--- config.mk ---
export PLATFORM = sky130hd
export DESIGN_NAME = ro_freq_meter
export DESIGN_NICKNAME = d
export VERILOG_FILES = /design/src/rtl/ro_freq_meter.sv
export SDC_FILE = /design/constraint.sdc
export NUM_CORES = 1
export LEC_CHECK = 0
export CAP_MARGIN = 20
export CORE_UTILIZATION = 63
export CTS_BUF_LIST = sky130_fd_sc_hd__clkbuf_8
export DETAILED_ROUTE_END_ITERATION = 16
export PLACE_DENSITY_LB_ADDON = 0.12
export SKIP_LAST_GASP = 1
export SLEW_MARGIN = 20
export SYNTH_ARGS = -nofsm -noshare
export SYNTH_HDL_FRONTEND = slang
export SYNTH_SLANG_ARGS = --single-unit
--- constraint.sdc ---
create_clock -name CLK -period 3.65 [get_ports CLK]
set_input_delay 0.73 -clock CLK [delete_from_list [all_inputs] [get_ports CLK]]
set_output_delay 0.73 -clock CLK [all_outputs]
set_load 0.01 [all_outputs]
--- src/rtl/ro_freq_meter.sv ---
// Ring-oscillator frequency meter: counts synchronised RO_IN rising edges over a GATE_LEN-cycle window.
// Result (COUNT/OVF) valid with DONE, GATE_LEN+7 cycles after START (1 cycle for GATE_LEN=0); START ignored while not idle.
module ro_freq_meter #(
    parameter int GATE_W = 16,
    parameter int CNT_W  = 16
) (
    input  logic              CLK,
    input  logic              RST_N,
    input  logic              START,
    input  logic [GATE_W-1:0] GATE_LEN,
    input  logic              RO_IN,
    output logic              RO_EN,
    output logic              BUSY,
    output logic              DONE,
    output logic [CNT_W-1:0]  COUNT,
    output logic              OVF
);

    typedef enum logic [2:0] {
        S_IDLE   = 3'd0,
        S_SETTLE = 3'd1,
        S_GATE   = 3'd2,
        S_DRAIN  = 3'd3,
        S_FIN    = 3'd4
    } state_t;

    // Timer values are "cycles remaining minus one" for each phase.
    localparam logic [GATE_W-1:0] SETTLE_LAST = GATE_W'(3);
    localparam logic [GATE_W-1:0] DRAIN_LAST  = GATE_W'(1);
    localparam logic [CNT_W-1:0]  CNT_MAX     = '1;

    state_t              r_state;
    state_t              w_state_nxt;
    logic [GATE_W-1:0]   r_timer;
    logic [GATE_W-1:0]   r_gate_len;
    logic                r_sync1;
    logic                r_sync2;
    logic                r_sync3;
    logic [CNT_W-1:0]    r_cnt;
    logic                r_ovf_acc;
    logic                r_ro_en;
    logic                r_busy;
    logic                r_done;
    logic [CNT_W-1:0]    r_count;
    logic                r_ovf;

    logic                w_timer_zero;
    logic                w_rise;
    logic                w_start_meas;
    logic                w_nxt_osc;

    assign w_timer_zero = (r_timer == '0);
    assign w_rise       = r_sync2 & ~r_sync3;
    assign w_start_meas = (r_state == S_IDLE) && START && (GATE_LEN != '0);
    assign w_nxt_osc    = (w_state_nxt == S_SETTLE) || (w_state_nxt == S_GATE);

    // Two-flop synchroniser plus one history flop for edge detection.
    always_ff @(posedge CLK or negedge RST_N) begin
        if (!RST_N) begin
            r_sync1 <= 1'b0;
            r_sync2 <= 1'b0;
            r_sync3 <= 1'b0;
        end else begin
            r_sync1 <= RO_IN;
            r_sync2 <= r_sync1;
            r_sync3 <= r_sync2;
        end
    end

    always_ff @(posedge CLK or negedge RST_N) begin
        if (!RST_N) begin
            r_state <= S_IDLE;
        end else begin
            r_state <= w_state_nxt;
        end
    end

    always_comb begin
        w_state_nxt = r_state;
        case (r_state)
            S_IDLE: begin
                if (START) begin
                    w_state_nxt = (GATE_LEN == '0) ? S_FIN : S_SETTLE;
                end
            end
            S_SETTLE: if (w_timer_zero) w_state_nxt = S_GATE;
            S_GATE:   if (w_timer_zero) w_state_nxt = S_DRAIN;
            S_DRAIN:  if (w_timer_zero) w_state_nxt = S_FIN;
            S_FIN:    w_state_nxt = S_IDLE;
            default:  w_state_nxt = S_IDLE;
        endcase
    end

    // Phase timer; the gate length is latched so later GATE_LEN changes are harmless.
    always_ff @(posedge CLK or negedge RST_N) begin
        if (!RST_N) begin
            r_timer    <= '0;
            r_gate_len <= '0;
        end else begin
            case (r_state)
                S_IDLE: begin
                    if (w_start_meas) begin
                        r_timer    <= SETTLE_LAST;
                        r_gate_len <= GATE_LEN;
                    end
                end
                S_SETTLE: r_timer <= w_timer_zero ? (r_gate_len - GATE_W'(1)) : (r_timer - GATE_W'(1));
                S_GATE:   r_timer <= w_timer_zero ? DRAIN_LAST : (r_timer - GATE_W'(1));
                S_DRAIN:  r_timer <= w_timer_zero ? '0 : (r_timer - GATE_W'(1));
                default:  r_timer <= '0;
            endcase
        end
    end

    // Saturating edge counter; an edge that cannot be counted flags overflow.
    always_ff @(posedge CLK or negedge RST_N) begin
        if (!RST_N) begin
            r_cnt     <= '0;
            r_ovf_acc <= 1'b0;
        end else if (w_start_meas) begin
            r_cnt     <= '0;
            r_ovf_acc <= 1'b0;
        end else if ((r_state == S_GATE) && w_rise) begin
            if (r_cnt == CNT_MAX) begin
                r_ovf_acc <= 1'b1;
            end else begin
                r_cnt <= r_cnt + CNT_W'(1);
            end
        end
    end

    // Outputs registered from the next state so they change cleanly at the same edge as the FSM.
    always_ff @(posedge CLK or negedge RST_N) begin
        if (!RST_N) begin
            r_ro_en <= 1'b0;
            r_busy  <= 1'b0;
            r_done  <= 1'b0;
            r_count <= '0;
            r_ovf   <= 1'b0;
        end else begin
            r_ro_en <= w_nxt_osc;
            r_busy  <= w_nxt_osc || (w_state_nxt == S_DRAIN);
            r_done  <= (w_state_nxt == S_FIN);
            if (w_state_nxt == S_FIN) begin
                // Zero-length gate goes straight from IDLE and reports an empty result.
                r_count <= (r_state == S_IDLE) ? '0 : r_cnt;
                r_ovf   <= (r_state == S_IDLE) ? 1'b0 : r_ovf_acc;
            end
        end
    end

    assign RO_EN = r_ro_en;
    assign BUSY  = r_busy;
    assign DONE  = r_done;
    assign COUNT = r_count;
    assign OVF   = r_ovf;

endmodule

Yosys cells after proc, flatten, opt, wreduce, memory -nomap -nowiden
Cells that the tools add are included.

storage, ports and cells
  bits of input ports = 20
  bits in registers = 75

operators by class
  muxes and demuxes = 19
  bitwise operators = 2
  equal/unequal tests = 10
  add/sub/neg operators = 3
  reduce and logical (&&, ||, !) cells = 14

operators with widths
  cell                   number
  $mux 16                8
  $pmux 16 s4            1
  $logic_not 16->1       2
  $sub 16x1->16 const B  2
  $add 16x1->16 const B  1
  $eq 16x16->1 const B   1
  $reduce_bool 16->1     1
  $mux 3                 5
  $eq 3x2->1 const B     4
  $pmux 3 s4             1
  $eq 3x1->1 const B     2
  $reduce_and 2->1       3
  $mux 1                 4
  $ne 2x2->1 const B     2
  $reduce_bool 2->1      2
  $eq 3x3->1 const B     1
  $logic_and 1x1->1      3
  $logic_not 3->1        1
  $logic_or 1x1->1       2
  $and 1x1->1            1
  $not 1->1              1

Logic depth before layout (Yosys ltp)
  depth after elaboration = 7
  mapped depth = 9
  mapped depth without buffers = 7

Worst setup path after synthesis
No wires, ideal clock.

  path type = reg-to-reg
  from = reg r_state[2]
  to = reg r_cnt[13]
  clock period less this slack = 2.278 ns
  slack = 1.372 ns
  data required time = 3.584 ns
  buffers on the path = 2
  stages on the path, launching flop included = 8
  data arrival time = 2.212 ns
  path through = dfrtp_1 -> buf_6 -> or3b_4 -> or4_4 -> or2_1 -> clkbuf_2 -> or4_1 -> nand2_1

on the way
  cells in the longest elaborated chain, start to end = 5
  elaborated cells on any way between the ends = 9
  those cells by class = 2 x eq/ne; 1 x mux; 6 x reduce/logical

ends and longest elaborated chain
  element                                                           RTL line  text
  start, declared                                                   32        state_t r_state;
  start signal, assigned                                            74        r_state <= w_state_nxt;
  $logic_not 3->1                                                   54        assign w_start_meas = (r_state == S_IDLE) && START && (GATE_LEN != '0);
  $logic_and 1x1->1 (2 in a row)                                    54
  $ne 2x2->1 (no line) / $reduce_bool 2->1 (equally long branches)  -
  $reduce_and 2->1 (no line)                                        -
  end signal, assigned                                              127       r_cnt <= r_cnt + CNT_W'(1);
  end, declared                                                     39        logic [CNT_W-1:0] r_cnt;

Several ways; a longest one is shown, not always the timed one.
A chain may end at the register's enable or synchronous reset.

Worst setup path after layout
  from = in GATE_LEN[1]
  to = reg r_timer[4]

on the way
  cells in the longest elaborated chain, start to end = 3

ends and longest elaborated chain
  element               RTL line  text
  start, declared       10        input logic [GATE_W-1:0] GATE_LEN,
  $reduce_bool 16->1    54
  $logic_and 1x1->1     54
  $ne 2x2->1 (no line)  -
  end signal, assigned  107       S_SETTLE: r_timer <= w_timer_zero ? (r_gate_len - GATE_W'(1)) : (r_timer - GATE_W'(1));
  end signal, assigned  108       S_GATE: r_timer <= w_timer_zero ? DRAIN_LAST : (r_timer - GATE_W'(1));
  end signal, assigned  109       S_DRAIN: r_timer <= w_timer_zero ? '0 : (r_timer - GATE_W'(1));
  end, declared         34        logic [GATE_W-1:0] r_timer;

Every way passes these cells.

==> out/qor.csv <==
stage,metric,value,unit
logic_synthesis,syn_inst,405,
routing,drc,0,
worst_hold_path,min_path_cells,0,
logic_synthesis,yosys.area_share.adder,0.0130,
logic_synthesis,synthXorXnorAreaFrac,0.0567,
routing,drt_iter0_markers,278,
floorplanning,std_cell_rows,28,
place,dp_hpwl,6290,um
routing,vias,3277,
critical_path,required,3.90,ns
sta,whs,0.360,ns
final_layout,finalInstanceArea,4520,um^2
logic_synthesis,synth_cell_types,57,
critical_path,critPathCapture,r_timer[4],
logic_synthesis,avgSynthCellArea,9.53,um^2
critical_path,worst-path-buf-inv,2,
outcome,status,"complete, no violations",
place,placed_area,4290,um^2
sta,finalHoldViolations,0,
final_layout,antenna_cells,0,
sta,worst_pin_slew,1.02,ns
critical_path,r2r_slack,1.12,ns
logic_synthesis,yosys.area_share.simple,0.264,
global_routing,grtUsageTotal,0.302,
critical_path,path_class,input pin to flop,
routing,wl_per_cell,17.4,um
critical_path,cp_cell_sequence,clkdlybuf4s50_1 > nor4_1 > a41oi_1 > nor2_1 > buf_4 > o21ai_0 > o211ai_1,
place,port_buffers,39,
power_and_ir_drop,power,1.86,mW
global_routing,grt_first_pass_wirelength,14800,um
logic_synthesis,ys_ff_latch,75,
final_layout,nets,463,
sta,skew,0.0112,ns
clock_network,post-cts-setup-buffers,0,
routing,ant_nets,0,
clock_network,clock_path_buffers,2,
flow_run,drv_cap,0,
global_routing,grt_start_max_net_pins,76,
critical_path,r2r-end,r_cnt[12],
clock_network,cts_tree,done,
final_layout,seq_area,1880,um^2
routing,vias_per_cell,6.31,
clock_network,clk_latency,0.35,ns
clock_network,cts-root-buf,clkbuf_8,
global_routing,grt_pass1_vias,3133,
clock_network,htreeDepth,3,
critical_path,cp.depth,7,
final_layout,area_growth_syn_to_layout,17.1,%
sta,rsz0062_at_grt,false,
sta,setup_viol,0,
final_layout,final_common_cell,dfrtp_1,
final_layout,layout_common_cells,"75 x dfrtp_1, 61 x nand2_1, 38 x clkdlybuf4s50_1",
worst_hold_path,min_path_type,flop to flop,
sta,setup_tns,0,ns
clock_network,cts_made_buffers,9,
power_and_ir_drop,power_per_cell_area,412,nW/um^2
floorplanning,die_area,6450,um^2
logic_synthesis,synth_top_family_by_area,simple AND/OR/NAND/NOR gates,
floorplanning,die_w,80.3,um
logic_synthesis,ys_warn_count,0,
clock_network,clkSlewWorstSetupHoldPaths,0.08,ns
global_routing,antenna_found_initial,0,
power_and_ir_drop,leakage,1.89,nW
critical_path,crit_path_max_fanout,8,
clock_network,ctsHoldBuffers,0,
critical_path,reg2reg_from,r_state[0],
place,gp_congestion,0.901,
sta,max_freq,373,MHz
logic_synthesis,muxShareOfSynthArea,0.00778,
logic_synthesis,syn-num-nets,429,
logic_synthesis,synth.area.top_cells,"dfrtp_1 49%, nand2_1 5.9%, xnor2_1 4.3%",
routing,wl,9040,um
final_layout,multi_input_area,1850,um^2
power_and_ir_drop,ir_drop,0.000334,V
critical_path,cpPeakStageDelay,0.49,ns
critical_path,worst_ep_arrival_time,2.93,ns
logic_synthesis,synth-edff-count,0,
floorplanning,io-pin-count,40,
logic_synthesis,seq_area_frac_synth,0.486,
clock_network,clock-sinks,75,
critical_path,slowest_stage,nor2_1,
logic_synthesis,netlist.area_leader.share,0.486,
logic_synthesis,synth_top_flop_cell,dfrtp_1,
critical_path,critPathTopFamily,simple AND/OR/NAND/NOR gates,
sta,slew_headroom,0.316,
logic_synthesis,synth_area,3860,um^2
sta,finalCritPeriodShare,0.735,
floorplanning,die-height,80.3,um
floorplanning,initial_core_util,0.652,
final_layout,drive_gt1_frac,0.0766,
critical_path,cp-start-kind,input pin,
clock_network,ctsResizeCount,0,
sta,layout_min_cycle_time,2.68,ns
critical_path,worstRegToRegCells,5,
critical_path,end_kind,flop,
critical_path,startpoint,GATE_LEN[1],
sta,slew_violations,0,
final_layout,num-fill-cells,426,
global_routing,overflow,0,
logic_synthesis,synth_largest_area_cell,dfrtp_1,
logic_synthesis,synth-compound-area-share,0.136,
logic_synthesis,async_flop_share,1.00,
floorplanning,core_area,5920,um^2
routing,dr.pass1.iters,5,
## synth_stat cells (8+ instances only)
| cell | n |
|---|---|
| dfrtp_1 | 75 |
| nand2_1 | 61 |
| nor2_1 | 30 |
| nor3_1 | 21 |
| o21ai_0 | 20 |
| xnor2_1 | 19 |
| a22o_1 | 17 |
| clkbuf_1 | 16 |
| nor4_1 | 15 |
| inv_1 | 11 |
| o211ai_1 | 10 |
| or4_1 | 8 |
## report_power, final
| group | total, mW | switching [mW] | leakage [nW] | internal, mW |
|---|---|---|---|---|
| Clock | 0.727 | 0.322 | 0.114 | 0.405 |
| Combinational | 0.189 | 0.102 | 0.913 | 0.0870 |
| Sequential | 0.947 | 0.0734 | 0.866 | 0.874 |
## through the flow
| stage | std cells | util | worst slack, ns |
|---|---|---|---|
| floorplan | 405 | - | 1.37 |
| global placement | 503 | 0.725 | 0.797 |
| detailed placement | 503 | 0.725 | 0.705 |
| CTS | 519 | 0.764 | 0.997 |
| global route | 519 | 0.764 | 0.800 |
| finish | 519 | 0.764 | 0.966 |
## area by class of cell
type,count,share of cell area
Clock buffer,10,0.0304
Clock inverter,6,0.0197
Inverter,11,0.00913
Multi-Input combinational cell,297,0.409
Sequential cell,75,0.415
Timing Repair Buffer,45,0.0958
Tap cell,75,0.0208
## kinds of logic after synthesis
logic type | after synthesis
fa+ha+maj | 4
buf+inv | 33
xor+xnor | 25
mux | 3
flops | 75
simple gates | 190
compound gates | 75
## worst min path at each step
| stage | start | to | slack (ns) |
|---|---|---|---|
| finish | r_sync1 | r_sync2 | 0.36 |
| global route | r_sync1 | r_sync2 | 0.37 |
| CTS | r_sync1 | r_sync2 | 0.36 |
| detailed placement | r_sync1 | r_sync2 | 0.34 |
| global placement | r_sync1 | r_sync2 | 0.35 |
| floorplan | r_sync1 | r_sync2 | 0.33 |
## registers in the layout, indices dropped and copies added (netlist names)
register	count
COUNT	16
DONE	1
BUSY	1
RO_EN	1
r_gate_len	16
r_sync3	1
r_timer	16
r_state	3
r_ovf_acc	1
r_sync2	1
r_sync1	1
OVF	1
r_cnt	16
## routing by layer
metal	vias to the layer above	GRT usage	share of wire
li1	1534	-	-
met4	0	0.104	0.015
met1	1589	0.407	0.44
met2	136	0.493	0.48
met5	-	0	0
met3	18	0.0523	0.061
(Power assumes the default switching activity.)
